==> src/rtl/wb_interconnect_tgt_port.sv <==
`default_nettype none
// ============================================================================
// Module   : wb_interconnect_tgt_port
// Purpose  : Target-side port stage of the Wishbone interconnect. It consumes
//            the arbiter's one-hot grant and forwards the granted initiator's
//            request to one target. It returns the target's ack/err and read
//            data to that initiator, and pulses arb_ack so the arbiter can
//            release the grant. A bus timeout turns a hung target into an
//            error response.
// Ports    : clock, reset         - clock, asynchronous active-high reset
//            gnt                  - one-hot grant from arbiter (lowest bit wins)
//            arb_ack              - one-cycle completion pulse to arbiter
//            i_adr/i_dat_w/i_sel  - packed initiator request fields
//            i_we/i_cyc/i_stb     - per-initiator control
//            i_dat_r              - read data broadcast to all initiators
//            i_ack/i_err          - per-initiator response pulses
//            t_adr/t_dat_w/t_sel  - target request fields
//            t_we/t_cyc/t_stb     - target control
//            t_dat_r/t_ack/t_err  - target response
// Revision : 1.0 - initial release
// ============================================================================
module wb_interconnect_tgt_port #(
  parameter int N_INIT     = 2,
  parameter int ADDR_WIDTH = 32,
  parameter int DATA_WIDTH = 32,
  parameter int TIMEOUT    = 256
) (
  input  logic                            clock,
  input  logic                            reset,
  input  logic [N_INIT-1:0]               gnt,
  output logic                            arb_ack,
  input  logic [N_INIT*ADDR_WIDTH-1:0]    i_adr,
  input  logic [N_INIT*DATA_WIDTH-1:0]    i_dat_w,
  input  logic [N_INIT*(DATA_WIDTH/8)-1:0] i_sel,
  input  logic [N_INIT-1:0]               i_we,
  input  logic [N_INIT-1:0]               i_cyc,
  input  logic [N_INIT-1:0]               i_stb,
  output logic [DATA_WIDTH-1:0]           i_dat_r,
  output logic [N_INIT-1:0]               i_ack,
  output logic [N_INIT-1:0]               i_err,
  output logic [ADDR_WIDTH-1:0]           t_adr,
  output logic [DATA_WIDTH-1:0]           t_dat_w,
  output logic [DATA_WIDTH/8-1:0]         t_sel,
  output logic                            t_we,
  output logic                            t_cyc,
  output logic                            t_stb,
  input  logic [DATA_WIDTH-1:0]           t_dat_r,
  input  logic                            t_ack,
  input  logic                            t_err
);

  localparam int c_sel_w = DATA_WIDTH / 8;
  localparam int c_idx_w = (N_INIT > 1) ? $clog2(N_INIT) : 1;
  localparam int c_cnt_w = (TIMEOUT > 0) ? $clog2(TIMEOUT + 1) : 1;

  typedef enum logic [1:0] {
    ST_IDLE = 2'd0,
    ST_BUSY = 2'd1,
    ST_DONE = 2'd2
  } state_t;

  state_t                r_state;
  logic [c_idx_w-1:0]    r_idx;
  logic [c_cnt_w-1:0]    r_cnt;

  logic [ADDR_WIDTH-1:0] w_adr_arr   [N_INIT];
  logic [DATA_WIDTH-1:0] w_dat_w_arr [N_INIT];
  logic [c_sel_w-1:0]    w_sel_arr   [N_INIT];

  logic [c_idx_w-1:0]    w_sel_idx;
  logic                  w_req;
  logic                  w_cur_cyc;
  logic                  w_tmo;
  logic [N_INIT-1:0]     w_idx_oh;

  // Unpack the flat initiator buses so the request can be muxed by index.
  generate
    for (genvar k = 0; k < N_INIT; k++) begin : g_unpack
      assign w_adr_arr[k]   = i_adr[k*ADDR_WIDTH +: ADDR_WIDTH];
      assign w_dat_w_arr[k] = i_dat_w[k*DATA_WIDTH +: DATA_WIDTH];
      assign w_sel_arr[k]   = i_sel[k*c_sel_w +: c_sel_w];
    end
  endgenerate

  // Lowest set grant bit wins, so a malformed multi-hot grant still picks
  // exactly one initiator.
  always_comb begin
    w_sel_idx = '0;
    for (int k = N_INIT - 1; k >= 0; k--) begin
      if (gnt[k]) begin
        w_sel_idx = c_idx_w'(k);
      end
    end
  end

  assign w_req     = (|gnt) & i_cyc[w_sel_idx] & i_stb[w_sel_idx];
  assign w_cur_cyc = i_cyc[r_idx];

  always_comb begin
    w_idx_oh        = '0;
    w_idx_oh[r_idx] = 1'b1;
  end

  // The counter starts at 0 in the first BUSY cycle, so matching TIMEOUT-1
  // fires the error response TIMEOUT cycles after t_stb rose.
  generate
    if (TIMEOUT > 0) begin : g_tmo_on
      assign w_tmo = (r_cnt == c_cnt_w'(TIMEOUT - 1));
    end else begin : g_tmo_off
      assign w_tmo = 1'b0;
    end
  endgenerate

  always_ff @(posedge clock or posedge reset) begin
    if (reset) begin
      r_state <= ST_IDLE;
      r_idx   <= '0;
      r_cnt   <= '0;
      arb_ack <= 1'b0;
      i_dat_r <= '0;
      i_ack   <= '0;
      i_err   <= '0;
      t_adr   <= '0;
      t_dat_w <= '0;
      t_sel   <= '0;
      t_we    <= 1'b0;
      t_cyc   <= 1'b0;
      t_stb   <= 1'b0;
    end else begin
      // Response strobes are single-cycle by construction.
      arb_ack <= 1'b0;
      i_ack   <= '0;
      i_err   <= '0;

      case (r_state)
        ST_IDLE: begin
          if (w_req) begin
            r_idx   <= w_sel_idx;
            t_adr   <= w_adr_arr[w_sel_idx];
            t_dat_w <= w_dat_w_arr[w_sel_idx];
            t_sel   <= w_sel_arr[w_sel_idx];
            t_we    <= i_we[w_sel_idx];
            t_cyc   <= 1'b1;
            t_stb   <= 1'b1;
            r_cnt   <= '0;
            r_state <= ST_BUSY;
          end
        end

        ST_BUSY: begin
          if (TIMEOUT != 0) begin
            r_cnt <= r_cnt + 1'b1;
          end
          // A real target response beats both the abort and the timeout;
          // err beats ack when a target drives both.
          if (t_err) begin
            i_err   <= w_idx_oh;
            arb_ack <= 1'b1;
            t_cyc   <= 1'b0;
            t_stb   <= 1'b0;
            r_state <= ST_DONE;
          end else if (t_ack) begin
            i_dat_r <= t_dat_r;
            i_ack   <= w_idx_oh;
            arb_ack <= 1'b1;
            t_cyc   <= 1'b0;
            t_stb   <= 1'b0;
            r_state <= ST_DONE;
          end else if (!w_cur_cyc) begin
            // Initiator walked away: release the target and the grant silently.
            arb_ack <= 1'b1;
            t_cyc   <= 1'b0;
            t_stb   <= 1'b0;
            r_state <= ST_DONE;
          end else if (w_tmo) begin
            i_err   <= w_idx_oh;
            arb_ack <= 1'b1;
            t_cyc   <= 1'b0;
            t_stb   <= 1'b0;
            r_state <= ST_DONE;
          end
        end

        // One dead cycle while the arbiter drops the grant, so the stale
        // grant is never sampled again in IDLE.
        ST_DONE: begin
          r_state <= ST_IDLE;
        end

        default: begin
          r_state <= ST_IDLE;
        end
      endcase
    end
  end

endmodule
`default_nettype wire

==> config.mk <==
export PLATFORM = sky130hd
export DESIGN_NAME = wb_interconnect_tgt_port
export DESIGN_NICKNAME = d
export VERILOG_FILES = /design/src/rtl/wb_interconnect_tgt_port.sv
export SDC_FILE = /design/constraint.sdc
export NUM_CORES = 1
export LEC_CHECK = 0
export CELL_PAD_IN_SITES_DETAIL_PLACEMENT = 2
export CELL_PAD_IN_SITES_GLOBAL_PLACEMENT = 2
export CORE_UTILIZATION = 22
export DETAILED_ROUTE_END_ITERATION = 7
export GPL_TIMING_DRIVEN = 0
export PLACE_DENSITY_LB_ADDON = 0.3
export REMOVE_ABC_BUFFERS = 1
export SKIP_LAST_GASP = 1
export SLEW_MARGIN = 20
export SYNTH_ARGS = -nofsm -noshare
export SYNTH_HDL_FRONTEND = slang
export SYNTH_SLANG_ARGS = --single-unit
==> constraint.sdc <==
create_clock -name clock -period 3.35 [get_ports clock]
set_input_delay 0.5025 -clock clock [delete_from_list [all_inputs] [get_ports clock]]
set_output_delay 0.5025 -clock clock [all_outputs]
set_load 0.03 [all_outputs]
; After elaboration in Yosys (flattened, before gate mapping)
; Index checks and enable logic that the tools add are counted.
[op_classes]
n_addsub = 1
magnitude_cmp = 4
n_eq_ne = 4
mux = 48
bitwise_logic = 4
n_reduce_logical = 9
[ops]
columns = op, count
row1 = 32-bit 2-to-1 mux, 6
row2 = 2-bit 2-to-1 mux, 13
row3 = 1-bit 2-to-1 mux, 21
row4 = 9-bit case mux with 2 select lines, 1
row5 = 4-bit 2-to-1 mux, 3
row6 = "9-bit by 1-bit adder with 9-bit output, second input constant", 1
row7 = "9-bit by 8-bit equality test with 1-bit output, second input constant", 1
row8 = 9-bit 2-to-1 mux, 1
row9 = 2-bit AND reduction, 3
row10 = 3-bit AND reduction, 2
row11 = "5-bit != test, second input constant", 1
row12 = "1-bit by 2-bit less-than comparator with 1-bit output, second input constant", 2
row13 = 2-bit case mux with 2 select lines, 1
row14 = 1-bit bitwise AND, 2
row15 = "2-bit by 1-bit equality test with 1-bit output, second input constant", 1
row16 = "2-bit >= comparator, second input constant", 1
row17 = 2-bit zero test, 1
row18 = "2-bit != test, second input constant", 1
row19 = 1-bit inverter with 2-bit output, 1
row20 = 1-bit case mux with 2 select lines, 1
row21 = 2-bit nonzero test, 1
row22 = 2-bit OR reduction, 1
row23 = 1-bit demux with 1-bit select, 1
row24 = "1-bit >= comparator, second input constant", 1
row25 = 2 further kinds, 2
[totals]
ff_bits = 119
input_bits = 180
out_inout_bits = 108
elab_cells = 82

; Longest topological paths before layout
; Gate-level depths: netlist of run 1.
[depth]
word_depth = 9
depth_mapped = 7
mapped_depth_nobuf = 7

; Least setup slack after synthesis of run 1
; OpenSTA, ideal clock, no wires.
[synth_timing]
kind = input to register
startpoint = input port i_cyc[1]
endpoint = register t_adr[0]
arrival_ps = 1860
path_slack_ps = 1363
path_stages = 7
path_buffers = 3
path_cell_list = a21oi_1 -> or4_1 -> buf_2 -> nor2_4 -> buf_8 -> buf_6 -> mux2_1
[synth_via]
elab_chain_cells = 5
[synth_rtl]
columns = item, line_no
row1 = from (decl), 36  ; input logic [N_INIT-1:0] i_cyc,
row2 = 1-bit 2-to-1 mux (implied by the code) (2 in series), 96  ; assign w_req = (|gnt) & i_cyc[w_sel_idx] & i_stb[w_sel_idx];
row3 = 1-bit bitwise AND (2 in series), 96
row4 = 2-bit AND reduction (no source line), -
row5 = to (signal assigned), 139  ; t_adr <= w_adr_arr[w_sel_idx];
row6 = to (decl), 41  ; output logic [ADDR_WIDTH-1:0] t_adr,
; Every way passes these cells. The select of a mux whose other input is x is not followed.
; A chain may end at the register's enable or synchronous reset.

; Worst setup path in the final report of run 1
[layout_timing]
startpoint = input port gnt[0]
endpoint = register t_adr[5]
[layout_via]
elab_chain_cells = 6
word_cells_on_any_way = 13
cone_classes = mux: 8 / bitwise: 3 / reduce/logical: 2
[layout_rtl]
columns = item, line_no
row1 = from (decl), 30  ; input logic [N_INIT-1:0] gnt,
row2 = 1-bit 2-to-1 mux, 90  ; if (gnt[k]) begin
row3 = 1-bit 2-to-1 mux (implied by the code) (2 in series), 96
row4 = 1-bit bitwise AND (2 in series), 96
row5 = 2-bit AND reduction (no source line), -
; Several ways; a longest one is shown, not always the timed one. The select of a mux whose other input is x is not followed.

==> metrics.yaml, run 1 <==
outcome: "completed"
grt_max_degree: 70
p_int_w: 0.004364
antenna_left: 0
core_region_area_sq_um: 24320
switching_power_w: 0.002534
hp-class: "reg2reg"
ys_seq_area_share_pct: 54.54
met1_length_um: 7187
finalWeightedCongestion: 0.7696
clk_pin_slew_ns: 0.06
postCtsSetupBuffers: 0
tns_ns: 0
p_sw_share_pct: 36.73
ir_drop_uv: 312.8
synth.distinct_cells: 35
start_kind: "input pin"
fmax_mhz: 361.6
clock_skew_ns: 0.01103
worstMarginPinSlew_ns: 0.6698
final_common_cell: "clkdlybuf4s50_1"
timing.rr.end: "i_dat_r[23]"
avgSynthCellArea_sq_um: 14.41
finalSetupViolCount: 0
arrival_ns: 3.06
dp_hpwl_um: 13970
reg2reg_depth: 5
p_seq_share_pct: 32.0
finalCritPeriodShare_pct: 82.55
instances_no_fill: 1007
crit_required_ns: 3.64
power_w: 0.006897
vias: 4205
drc: 0
grt_setup_unrepaired: "no"
wl_met2_um: 9335
cts.sinks: 119
cp-startpoint: "gnt[0]"
fin_util_pct: 38.34
whs_ns: 0.4828
p_clk_share_pct: 25.7
clk_latency_ns: 0.41
first_iter_violations: 85
route.met3.wl_um: 1239
drv_cap: 0
dp_cells: 975
grt_pass1_vias: 4940
cts_buffer_depth: 2
cts-root-buf: "clkbuf_16"
cts_buffers: 17
grtUsageTotal_pct: 14.69
grt_first_pass_wirelength_um: 28910
drt-wirelength-per-cell_um: 17.82
slew_headroom_pct: 55.35
top_layer: "met4"
io-pin-count: 288
syn_inst: 379
ctsResizeCount: 0
period_minus_slack_ns: 2.766
p_leak_nw: 3.719
area_growth_pct: 70.76
routed_wirelength_um: 17950
ff2ff_setup_slack_ns: 1.01
crit_end: "t_adr[5]"
worst-path-max-fanout: 44
drt_first_pass_iters: 4
gr-total-overflow: 0
crit_type: "in2reg"
dieWidth_um: 159.5
htree_levels: 4
cts_tree: "done"
power.density_nw_per_um2: 739.7
hold_buffers: 0
row_count: 57
ys_ff_latch: 119
critPathCaptureType: "register"
maxSlewViolCount: 0
numPortBuffers: 287
netlist_area_sq_um: 5460
grt_antenna_before_repair: 0
drive_above_1_share_pct: 22.69
die-area_sq_um: 25450
pwr-share-comb_pct: 42.3
post_drt_via_cell_ratio: 4.176
fp.dieH_um: 159.5
reg2reg_from: "r_state[1]"
hold_violations: 0
yosys_warnings: 0
most-common-layout-cells: "clkdlybuf4s50_1 (287), dfrtp_1 (119), mux2_2 (111), mux2_1 (59), clkbuf_16 (17)"
initial_core_util_pct: 22.45
fin_nets: 853
antenna_cells: 0
-- flip-flops by register name, summed over array words and instances, names as in the netlist --
register	count
arb_ack	1
i_ack	2
i_dat_r	32
i_err	2
r_cnt	9
r_idx	1
r_state	2
t_adr	32
t_dat_w	32
t_sel	4
t_stb	1
t_we	1
-- worst min-delay path by stage --
stage,from,endpoint,slack (ns),cells after the start
after CTS,t_adr[2],t_adr[2],0.49,1
after detailed placement,t_adr[2],t_adr[2],0.48,1
after floorplan,r_idx,i_ack[0],0.49,1
after global routing,t_dat_w[15],t_dat_w[15],0.50,1
final,t_adr[6],t_adr[6],0.48,1
after global placement,t_adr[2],t_adr[2],0.47,1
-- synthesized netlist by cell type, drive strengths merged --
cell type | number | area share (%)
ha | 3 | 0.69
o21a | 1 | 0.14
mux2 | 170 | 35
and4 | 1 | 0.16
nand2b | 3 | 0.34
nor2b | 4 | 0.46
nor2 | 7 | 0.62
o31ai | 1 | 0.14
xnor2 | 1 | 0.16
a211oi | 1 | 0.14
nor3 | 3 | 0.27
and2 | 3 | 0.34
nor3b | 1 | 0.23
nor4 | 1 | 0.11
nand4 | 1 | 0.11
a21oi | 5 | 0.46
inv | 5 | 0.34
mux2i | 3 | 0.62
xor2 | 1 | 0.16
buf | 14 | 2.2
or4 | 2 | 0.27
o21ai | 5 | 0.46
clkbuf | 8 | 0.55
nand3 | 2 | 0.18
dfrtp | 119 | 55
a31oi | 2 | 0.23
o22ai | 3 | 0.34
nand2 | 9 | 0.62
-- critical path, stage by stage --
cell and delay [ns]:
clkdlybuf4s50_1 0.51, nand2b_4 0.42, buf_12 0.30, mux2i_2 0.45, nor2_4 0.14, buf_12 0.20
buf_16 0.17, mux2_1 0.33
-- stage by stage --
stage	worst slack [ns]	area, sq um
3_5_place_dp	0.06509	8750
3_3_place_gp	-3.151	8586
6_report	0.5844	9324
4_1_cts	0.5124	9324
5_1_grt	0.4164	9324
2_1_floorplan	-0.9921	5308
-- power by group through the flow --
| stage | logic, W | registers (W) | clock network [W] |
|---|---|---|---|
| after CTS | 0.00297 | 0.00222 | 0.00184 |
| after global placement | 0.00288 | 0.00219 | 0 |
| final | 0.00292 | 0.00221 | 0.00178 |
| after global routing | 0.00307 | 0.00228 | 0.00191 |
| after floorplan | 0.000557 | 0.00314 | 0 |
| after detailed placement | 0.00296 | 0.00224 | 0 |
-- kinds of logic (layout without fill, tap and decap cells) --
group           count (synthesis)  count (layout)  share of synthesized area (%)
compound gates                 18              18                          1.902
xor+xnor                        2               2                         0.3209
fa+ha+maj                       3               3                         0.6875
buf+inv                        27             331                          3.139
flops                         119             119                          54.54
mux                           173             173                          35.68
simple gates                   37              37                          3.735
-- final cells by class --
cell class              instances  area, sq um
repair buffers                294         3018
flip-flops and latches        119         2978
inverters                       5        23.77
clock buffers                  19        452.9
fillers                      2504        15000
clock inverters                13        121.4
well taps                     324        405.4
multi-input cells             233         2325
-- per-layer routing --
| metal | GRT usage [%] | vias to the layer above |
|---|---|---|
| li1 | - | 1936 |
| met1 | 16.73 | 2086 |
| met2 | 26.14 | 170 |
| met3 | 4.611 | 13 |
| met4 | 4.327 | 0 |
| met5 | 0 | - |
(Power assumes the default switching activity.)
==> run 2, diff against run 1 <==
- clock period: 3.35 -> 2.2 ns (I/O delays scaled with it)
==> metrics.yaml, run 2 (same netlist as run 1, synthesis figures left out) <==
design_area_sq_um: 9420  # +1.0%
io-pin-count: 288  # unchanged
p_clk_share_pct: 25.7  # about the same
cts_buffers: 17  # unchanged
final_common_cell: "clkdlybuf4s50_1"
grt_first_pass_wirelength_um: 29490  # +2.0%
area_growth_pct: 72.53
routed_wirelength_um: 18720  # +4.3%
drt_first_pass_iters: 4  # unchanged
gr-total-overflow: 0  # unchanged
htree_levels: 4  # unchanged
ir_drop_uv: 477.7  # +53%
vias: 4251  # +1.1%
period_minus_slack_ns: 2.088
arrival_ns: 2.37  # -0.69 ns
slew_headroom_pct: 55.16  # -0.19 points
reg2reg_depth: 5  # unchanged
finalSetupViolCount: 0  # unchanged
clock_skew_ns: 0.01076  # -0.0002694 ns
min_path_cells: 3  # +2
crit_slowest_cell: "or4_4"
initial_core_util_pct: 22.45  # unchanged
maxSlewViolCount: 0  # unchanged
grt_setup_unrepaired: "no"
grt_antenna_before_repair: 0  # unchanged
worstMarginPinSlew_ns: 0.6726  # +0.002820 ns
reg2reg_from: "r_state[0]"
dieWidth_um: 159.5  # unchanged
antenna_left: 0  # unchanged
cts.sinks: 119  # unchanged
fp.dieH_um: 159.5  # unchanged
dp_worst_setup_slack_ns: -0.9124  # -0.9775 ns
finalCritPeriodShare_pct: 94.91
cp.buffers_inverters: 3  # -1
hp-class: "in2reg"
finalWeightedCongestion: 0.7696  # unchanged
antenna_cells: 0  # unchanged
drv_cap: 0  # unchanged
max_stage_delay_ns: 0.55  # +0.04 ns
p_int_w: 0.006667  # +53%
fin_nets: 861  # +0.94%
cts_buffer_depth: 2  # unchanged
whs_endpoint: "i_err[1]"
drive_above_1_share_pct: 23.88  # +1.2 points
numPortBuffers: 287  # unchanged
p_sw_share_pct: 36.82  # +0.085 points
switching_power_w: 0.003885  # +53%
critPathCaptureType: "register"
pwr-share-comb_pct: 42.5  # +0.2 points
fmax_mhz: 478.9
worst-path-max-fanout: 24  # -45%
p_leak_nw: 3.777  # +1.6%
power.density_nw_per_um2: 1120  # +51%
p_seq_share_pct: 31.8  # -0.2 points
power_w: 0.01055  # +53%
clk_pin_slew_ns: 0.06  # about the same
ff2ff_setup_slack_ns: 0.16  # -0.85 ns
timing.rr.end: "t_dat_w[29]"
most-common-layout-cells: "clkdlybuf4s50_1 (284), dfrtp_1 (119), mux2_2 (111), mux2_1 (59), clkbuf_16 (18)"
die-area_sq_um: 25450  # unchanged
path_cells: "dlygate4sd2_1 -> a21oi_1 -> or4_4 -> nor2_4 -> buf_4 -> buf_12 -> mux2_1"
setup_ws_ns: 0.1120  # -0.4725 ns
drt-wirelength-per-cell_um: 18.45  # +3.5%
first_iter_violations: 82  # -3.5%
dp_hpwl_um: 13970  # unchanged
fin_util_pct: 38.74  # +0.40 points
outcome: "completed"
cts-root-buf: "clkbuf_16"
start_kind: "input pin"
hold_violations: 0  # unchanged
postPlaceCellArea_sq_um: 8750  # unchanged
clk_latency_ns: 0.42  # about the same
grt_pass1_vias: 4968  # +0.57%
hold_path_startpoint: "i_cyc[1]"
cts_tree: "done"
path_delay_family: "buffers and inverters"
top_regs: "i_dat_r (32), t_adr (32), t_dat_w (32)"
post_drt_via_cell_ratio: 4.188  # +0.30%
crit_required_ns: 2.48  # -1.16 ns
core_region_area_sq_um: 24320  # unchanged
crit_type: "in2reg"
grt_max_degree: 70  # unchanged
grtUsageTotal_pct: 15.12  # +0.43 points
drc: 0  # unchanged
row_count: 57  # unchanged
## run 2: what timing repair did
action / in CTS / in global routing
hold buffers: 0 / 0
setup buffers: 4 / 2
endpoints found under the setup margin: 87 / 24
gates resized for setup: 4 / 2
cloned: 1 / 1
pin swaps: 2 / 1
## run 2: worst reg2reg max path: stages, from the launching register on
cell	delay, ns
dfrtp_1	0.40
or4_4	0.60
nor2_4	0.20
buf_4	0.16
buf_12	0.17
mux2_1	0.38
## run 2: cell type report
| cell class | instances | area, sq um |
|---|---|---|
| well taps | 324 | 405.4 |
| inverters | 5 | 23.77 |
| fillers | 2500 | 14900 |
| multi-input cells | 234 | 2351 |
| flip-flops and latches | 119 | 2978 |
| clock buffers | 19 | 452.9 |
| repair buffers | 301 | 3088 |
| clock inverters | 13 | 121.4 |
## run 2: worst max path at each step
stage	start	endpoint	slack [ns]	cells after the start
after floorplan	gnt[0]	t_adr[21]	-1.97	4
after global placement	gnt[0]	t_adr[26]	-4.13	5
after detailed placement	gnt[0]	t_adr[0]	-0.91	8
after CTS	i_cyc[1]	t_dat_w[16]	0.05	7
after global routing	r_state[1]	i_dat_r[23]	0.01	5
final	gnt[1]	t_dat_w[29]	0.11	7
## run 2: through the flow
stage               instances  hold WS, ns  TNS [ns]
CTS                      1012       0.4252         0
detailed placement        975       0.4776    -59.63
global placement          968       0.4684   -732.64
global route             1015       0.3472         0
finish                   1015       0.3205         0
floorplan                 357       0.4708   -314.11
## run 2: power by group through the flow
stage	clock network, W	logic (W)	registers (W)
CTS	0.00280	0.00454	0.00338
detailed placement	0	0.00450	0.00340
global placement	0	0.00439	0.00333
finish	0.00271	0.00448	0.00336
floorplan	0	0.000848	0.00479
global route	0.00291	0.00471	0.00347
## run 2: per-layer routing
layer | share of wire, % | global-route usage (%) | up-vias
met3 | 6.7 | 4.611 | 13
met4 | 1.0 | 4.327 | 0
li1 | - | - | 1956
met1 | 40 | 17.09 | 2114
met5 | 0 | 0 | -
met2 | 52 | 27.21 | 168
